$ cat src/rtl/reg_scoreboard.sv
// Register scoreboard: per-register outstanding-write counters that raise
// a decode hazard stall on RAW use or counter saturation.
module reg_scoreboard #(
  parameter int NREG  = 32,
  parameter int W_RN  = 5,
  parameter int W_CNT = 2
) (
  input  logic              clk,
  input  logic              rst,
  input  logic              id_v_i,
  input  logic [W_RN-1:0]   id_rd_num_i,
  input  logic [W_RN-1:0]   id_rs_num_i,
  input  logic              id_rd_used_i,
  input  logic              id_rs_used_i,
  input  logic              id_reserve_i,
  input  logic              ex_stall_i,
  input  logic              wb_v_i,
  input  logic [W_RN-1:0]   wb_rd_num_i,
  input  logic              flush_i,
  output logic              stall_o,
  output logic [NREG-1:0]   busy_o,
  output logic              err_o,
  output logic [15:0]       stall_cnt_o
);

  localparam logic [W_CNT-1:0] CMAX    = {W_CNT{1'b1}};
  localparam logic [W_CNT-1:0] CNT_ONE = W_CNT'(1);

  logic [W_CNT-1:0] cnt_s [NREG];
  logic [NREG-1:0]  busy_s;
  logic             raw_s;
  logic             full_s;
  logic             stall_s;
  logic             reserve_s;
  logic             err_r;
  logic [15:0]      stall_cnt_r;

  // Hazard detection from current counters only; writebacks are not bypassed.
  always_comb begin
    raw_s     = (id_rs_used_i & busy_s[id_rs_num_i]) |
                (id_rd_used_i & busy_s[id_rd_num_i]);
    full_s    = id_reserve_i & (cnt_s[id_rd_num_i] == CMAX);
    stall_s   = id_v_i & (raw_s | full_s);
    reserve_s = id_v_i & ~stall_s & ~ex_stall_i & id_reserve_i;
  end

  for (genvar g = 0; g < NREG; g++) begin : g_reg
    logic [W_CNT-1:0] cnt_r;
    logic             inc_s;
    logic             dec_s;

    assign inc_s     = reserve_s & (id_rd_num_i == W_RN'(g));
    assign dec_s     = wb_v_i & (wb_rd_num_i == W_RN'(g));
    assign cnt_s[g]  = cnt_r;
    assign busy_s[g] = |cnt_r;

    // Outstanding-write counter; a same-cycle reserve and release cancel out.
    always_ff @(posedge clk or negedge rst) begin
      if (!rst) begin
        cnt_r <= {W_CNT{1'b0}};
      end else if (flush_i) begin
        cnt_r <= {W_CNT{1'b0}};
      end else if (inc_s && !dec_s) begin
        cnt_r <= cnt_r + CNT_ONE;
      end else if (dec_s && !inc_s && (cnt_r != {W_CNT{1'b0}})) begin
        cnt_r <= cnt_r - CNT_ONE;
      end else begin
        cnt_r <= cnt_r;
      end
    end
  end

  // Sticky underflow flag: a release with nothing outstanding.
  always_ff @(posedge clk or negedge rst) begin
    if (!rst) begin
      err_r <= 1'b0;
    end else if (!flush_i && wb_v_i && (cnt_s[wb_rd_num_i] == {W_CNT{1'b0}})) begin
      err_r <= 1'b1;
    end else begin
      err_r <= err_r;
    end
  end

  // Saturating count of hazard-stall cycles (downstream stalls excluded).
  always_ff @(posedge clk or negedge rst) begin
    if (!rst) begin
      stall_cnt_r <= 16'h0000;
    end else if (stall_s && (stall_cnt_r != 16'hFFFF)) begin
      stall_cnt_r <= stall_cnt_r + 16'h0001;
    end else begin
      stall_cnt_r <= stall_cnt_r;
    end
  end

  assign stall_o     = stall_s;
  assign busy_o      = busy_s;
  assign err_o       = err_r;
  assign stall_cnt_o = stall_cnt_r;

endmodule

$ cat config.mk
export PLATFORM = sky130hd
export DESIGN_NAME = reg_scoreboard
export DESIGN_NICKNAME = d
export VERILOG_FILES = /design/src/rtl/reg_scoreboard.sv
export SDC_FILE = /design/constraint.sdc
export NUM_CORES = 1
export LEC_CHECK = 0
export ABC_AREA = 1
export CAP_MARGIN = 20
export CELL_PAD_IN_SITES_DETAIL_PLACEMENT = 1
export CELL_PAD_IN_SITES_GLOBAL_PLACEMENT = 1
export CORE_ASPECT_RATIO = 0.6
export CORE_MARGIN = 3
export CORE_UTILIZATION = 25
export CTS_BUF_LIST = sky130_fd_sc_hd__clkbuf_4 sky130_fd_sc_hd__clkbuf_8
export DETAILED_ROUTE_END_ITERATION = 10
export GPL_TIMING_DRIVEN = 0
export PLACE_DENSITY = 0.61
export SLEW_MARGIN = 20
export SYNTH_ARGS = -nofsm -noshare
export SYNTH_HDL_FRONTEND = slang
export SYNTH_SLANG_ARGS = --single-unit
export TNS_END_PERCENT = 30
$ cat constraint.sdc
create_clock -name clk -period 3.1 [get_ports clk]
set_input_delay 0.62 -clock clk [delete_from_list [all_inputs] [get_ports clk]]
set_output_delay 0.62 -clock clk [all_outputs]
set_load 0.1 [all_outputs]
==> flow_summary.json <==
{
  "grt_overflow_total": 0,
  "io_pins": 74,
  "post_drt_wl_per_cell_um": 22.88,
  "cts_tree": "yes",
  "p_leak_nw": 4.459,
  "drt_iter0_markers": 1177,
  "max-cap-violations": 0,
  "syn-cell-area_um2": 7371,
  "place_congestion": 0.9883,
  "hpwlAfterDp_um": 32300,
  "h-tree-depth": 3,
  "vias": 9495,
  "p_seq_share_pct": 25.7,
  "synth_ff_type": "dfrtp_1",
  "initial_core_util_pct": 25.52,
  "syn-instance-count": 1288,
  "criticalPathCategory": "primary input to primary output",
  "drive_gt1_share_pct": 10.19,
  "routed_wl_um": 41030,
  "ctsRootBufferMaster": "clkbuf_8",
  "track_usage_pct": 26.10,
  "syn_nets": 1313,
  "synth_xor_area_share_pct": 1.782,
  "clock_skew_ns": 0.008410,
  "grt_max_degree": 47,
  "die_w_um": 227.7,
  "yosys.area_share.simple_pct": 54.90,
  "yosys_warnings": 0,
  "synth.area.mux_share_pct": 0,
  "ys_ff_latch": 81,
  "synth_top_family_by_area": "simple AND/OR/NAND/NOR gates",
  "place_inst": 1760,
  "ant_nets": 0,
  "setup_viol": 0,
  "finalHoldViolCount": 0,
  "synth-compound-area-share_pct": 5.483,
  "dieArea_um2": 31650,
  "dp_slack_ns": -1.731,
  "period_needed_ns": 3.042,
  "outcome": "complete, no violations",
  "grt_pass1_vias": 9340,
  "nFillCells": 3800,
  "ir_drop_uv": 505.4,
  "avgSynthCellArea_um2": 5.723,
  "tightest_slew_ns": 1.036,
  "cp.arrival_ns": 2.42,
  "cts.sinks": 81,
  "drtPass1Iterations": 5,
  "synth.distinct_cells": 35,
  "holdBufCountCts": 0,
  "post-route-worst-setup-slack_ns": 0.05820,
  "r2r-start": "g_reg[25].cnt_r[1]",
  "port_buffers": 71,
  "yosysSeqAreaShare_pct": 27.50,
  "start_kind": "primary input",
  "internal-power_mw": 2.633,
  "end_kind": "primary output",
  "fmax_mhz": 328.8,
  "synthToLayoutAreaGrowth_pct": 27.45,
  "clockBufferDepth": 2,
  "die_height_um": 139.0,
  "drc": 0,
  "core_area_um2": 28890,
  "vias_per_cell": 5.296,
  "finalSetupTns_ns": 0,
  "path_max_fanout": 7,
  "async_flop_share_pct": 100.0,
  "combPwrFrac_pct": 56.9,
  "relSlewSlack_pct": 30.97,
  "row_count": 48,
  "grt_pass1_wl_um": 60800,
  "startpoint": "id_rd_num_i[1]",
  "fin_util_pct": 32.52,
  "nets": 1413,
  "insertion_delay_ns": 0.43,
  "slew_viol_final": 0,
  "cp.required_ns": 2.48,
  "power_frac_clock_pct": 17.4,
  "p_switching_mw": 3.343,
  "antenna_found_initial": 2,
  "clk_pin_slew_worst_paths_ns": 0.09,
  "hp-class": "primary input to asynchronous set/reset pin",
  "synth-edff-count": 0,
  "switching_share_pct": 55.93,
  "stdcell_count": 1793,
  "cts_buffers": 9,
  "fin_crit_sh_pct": 98.12,
  "synth_fa_ha_area_share_pct": 0.1698,
  "antenna_cells": 0,
  "power.density_nw_per_um2": 636.2
}
[timing repair]
| item | CTS | global route |
|---|---|---|
| buffers inserted | 12 | 3 |
| gates cloned | 0 | 2 |
| resized for setup | 66 | 89 |
| setup endpoints to repair | 85 | 70 |
| pin swaps | 7 | 10 |
[cell type report]
type | instances | area (µm²) | area share, %
inverters | 139 | 541.8 | 5.767
clock buffers | 11 | 145.1 | 1.545
well taps | 400 | 500.5 | 5.328
multi-input cells | 1019 | 4816 | 51.27
clock inverters | 5 | 102.6 | 1.092
plain buffers | 49 | 354.1 | 3.769
repair buffers | 89 | 902.1 | 9.603
flip-flops and latches | 81 | 2032 | 21.63
[per-layer routing]
| layer | global-route usage [%] | share of wire, % | wire (µm) |
|---|---|---|---|
| met5 | 0 | 0.032 | 13 |
| met4 | 5.079 | 1.5 | 628 |
| met3 | 7.002 | 9.6 | 3925 |
| met2 | 34.92 | 38 | 15630 |
| met1 | 41.08 | 51 | 20830 |
[synth_stat cells (10+ instances only)]
cell type	instances	area, µm²
clkbuf_1	24	90.09
nor3_1	28	140.1
o21ai_0	28	140.1
nand3_2	11	110.1
o21ai_1	10	50.05
dfrtp_1	81	2027
nand3_1	141	705.7
inv_1	134	503.0
nor2_1	180	675.7
o22ai_1	10	62.56
nand4_1	92	575.6
buf_2	17	85.08
xor2_1	12	105.1
nand2_1	470	1764
a21oi_1	10	50.05
[critical path, stage by stage]
cell	delay (ns)
buf_4	0.19
inv_6	0.10
nor2_4	0.22
buf_8	0.15
a21oi_2	0.06
nand2_1	0.06
nand2_1	0.13
nand2_2	0.13
nor2_4	0.05
o21ai_0	0.14
nand3_1	0.15
nand3_4	0.10
nand2_2	0.05
inv_2	0.07
buf_12	0.17
[state kept, by name, summed over array words and instances, names as in the netlist]
name         flops
g.cnt_r         64
err_o            1
stall_cnt_o     16
[cells in the final DEF (no fill, tap or decap), types with 4 or more instances in the layout]
| master | count |
|---|---|
| nand2_1 | 450 |
| nor2_1 | 159 |
| nand3_1 | 140 |
| inv_1 | 130 |
| nand4_1 | 92 |
| dfrtp_1 | 77 |
| clkdlybuf4s50_1 | 62 |
| nor3_1 | 28 |
| o21ai_0 | 20 |
| clkbuf_1 | 20 |
| o21ai_1 | 18 |
| buf_4 | 17 |
| nand2_2 | 15 |
| nor2_2 | 14 |
| nor2_4 | 12 |
| xor2_1 | 12 |
| buf_2 | 11 |
| nand3_2 | 11 |
| o22ai_1 | 10 |
| clkbuf_8 | 10 |
| a21oi_1 | 9 |
| buf_12 | 7 |
| clkbuf_2 | 5 |
| inv_2 | 4 |
| nand2_4 | 4 |
| buf_6 | 4 |
| dfrtp_2 | 4 |
[per-stage QoR]
| stage | cell area, µm² | hold WS, ns | power [mW] |
|---|---|---|---|
| finish | 9394 | 0.09165 | 5.976 |
| global route | 9394 | 0.1021 | 6.280 |
| CTS | 9119 | 0.08308 | 5.889 |
| detailed placement | 8631 | 0.4559 | 4.784 |
| global placement | 8602 | 0.4587 | 4.743 |
| floorplan | 7391 | 0.3244 | 3.792 |
[power by group through the flow]
stage / Clock (mW) / Combinational (mW) / Sequential [mW]
3_3_place_gp: 0 / 3.22 / 1.52
3_5_place_dp: 0 / 3.26 / 1.52
6_report: 1.04 / 3.40 / 1.53
2_1_floorplan: 0 / 1.77 / 2.02
5_1_grt: 1.11 / 3.61 / 1.57
4_1_cts: 1.08 / 3.31 / 1.51
[path summary, 6_finish.rpt]
path	endpoint	slack [ns]	depth (start not counted)
min	g_reg[20].cnt_r[1]	0.09	1
max reg2reg	g_reg[4].cnt_r[1]	0.26	16
min in group clk	err_o	0.47	1
max	stall_o	0.06	15
max in group asynchronous	g_reg[8].cnt_r[1]	2.42	2
min reg2reg	err_o	0.47	1
[cell families after synthesis]
logic type | after synthesis
AOI/OAI and AO/OA | 70
xor gates and xnor gates | 15
adders and majority gates | 1
buffers and inverters | 188
DFF | 81
and+or+nand+nor | 933
Note: power is estimated with default switching activity, not from simulation.
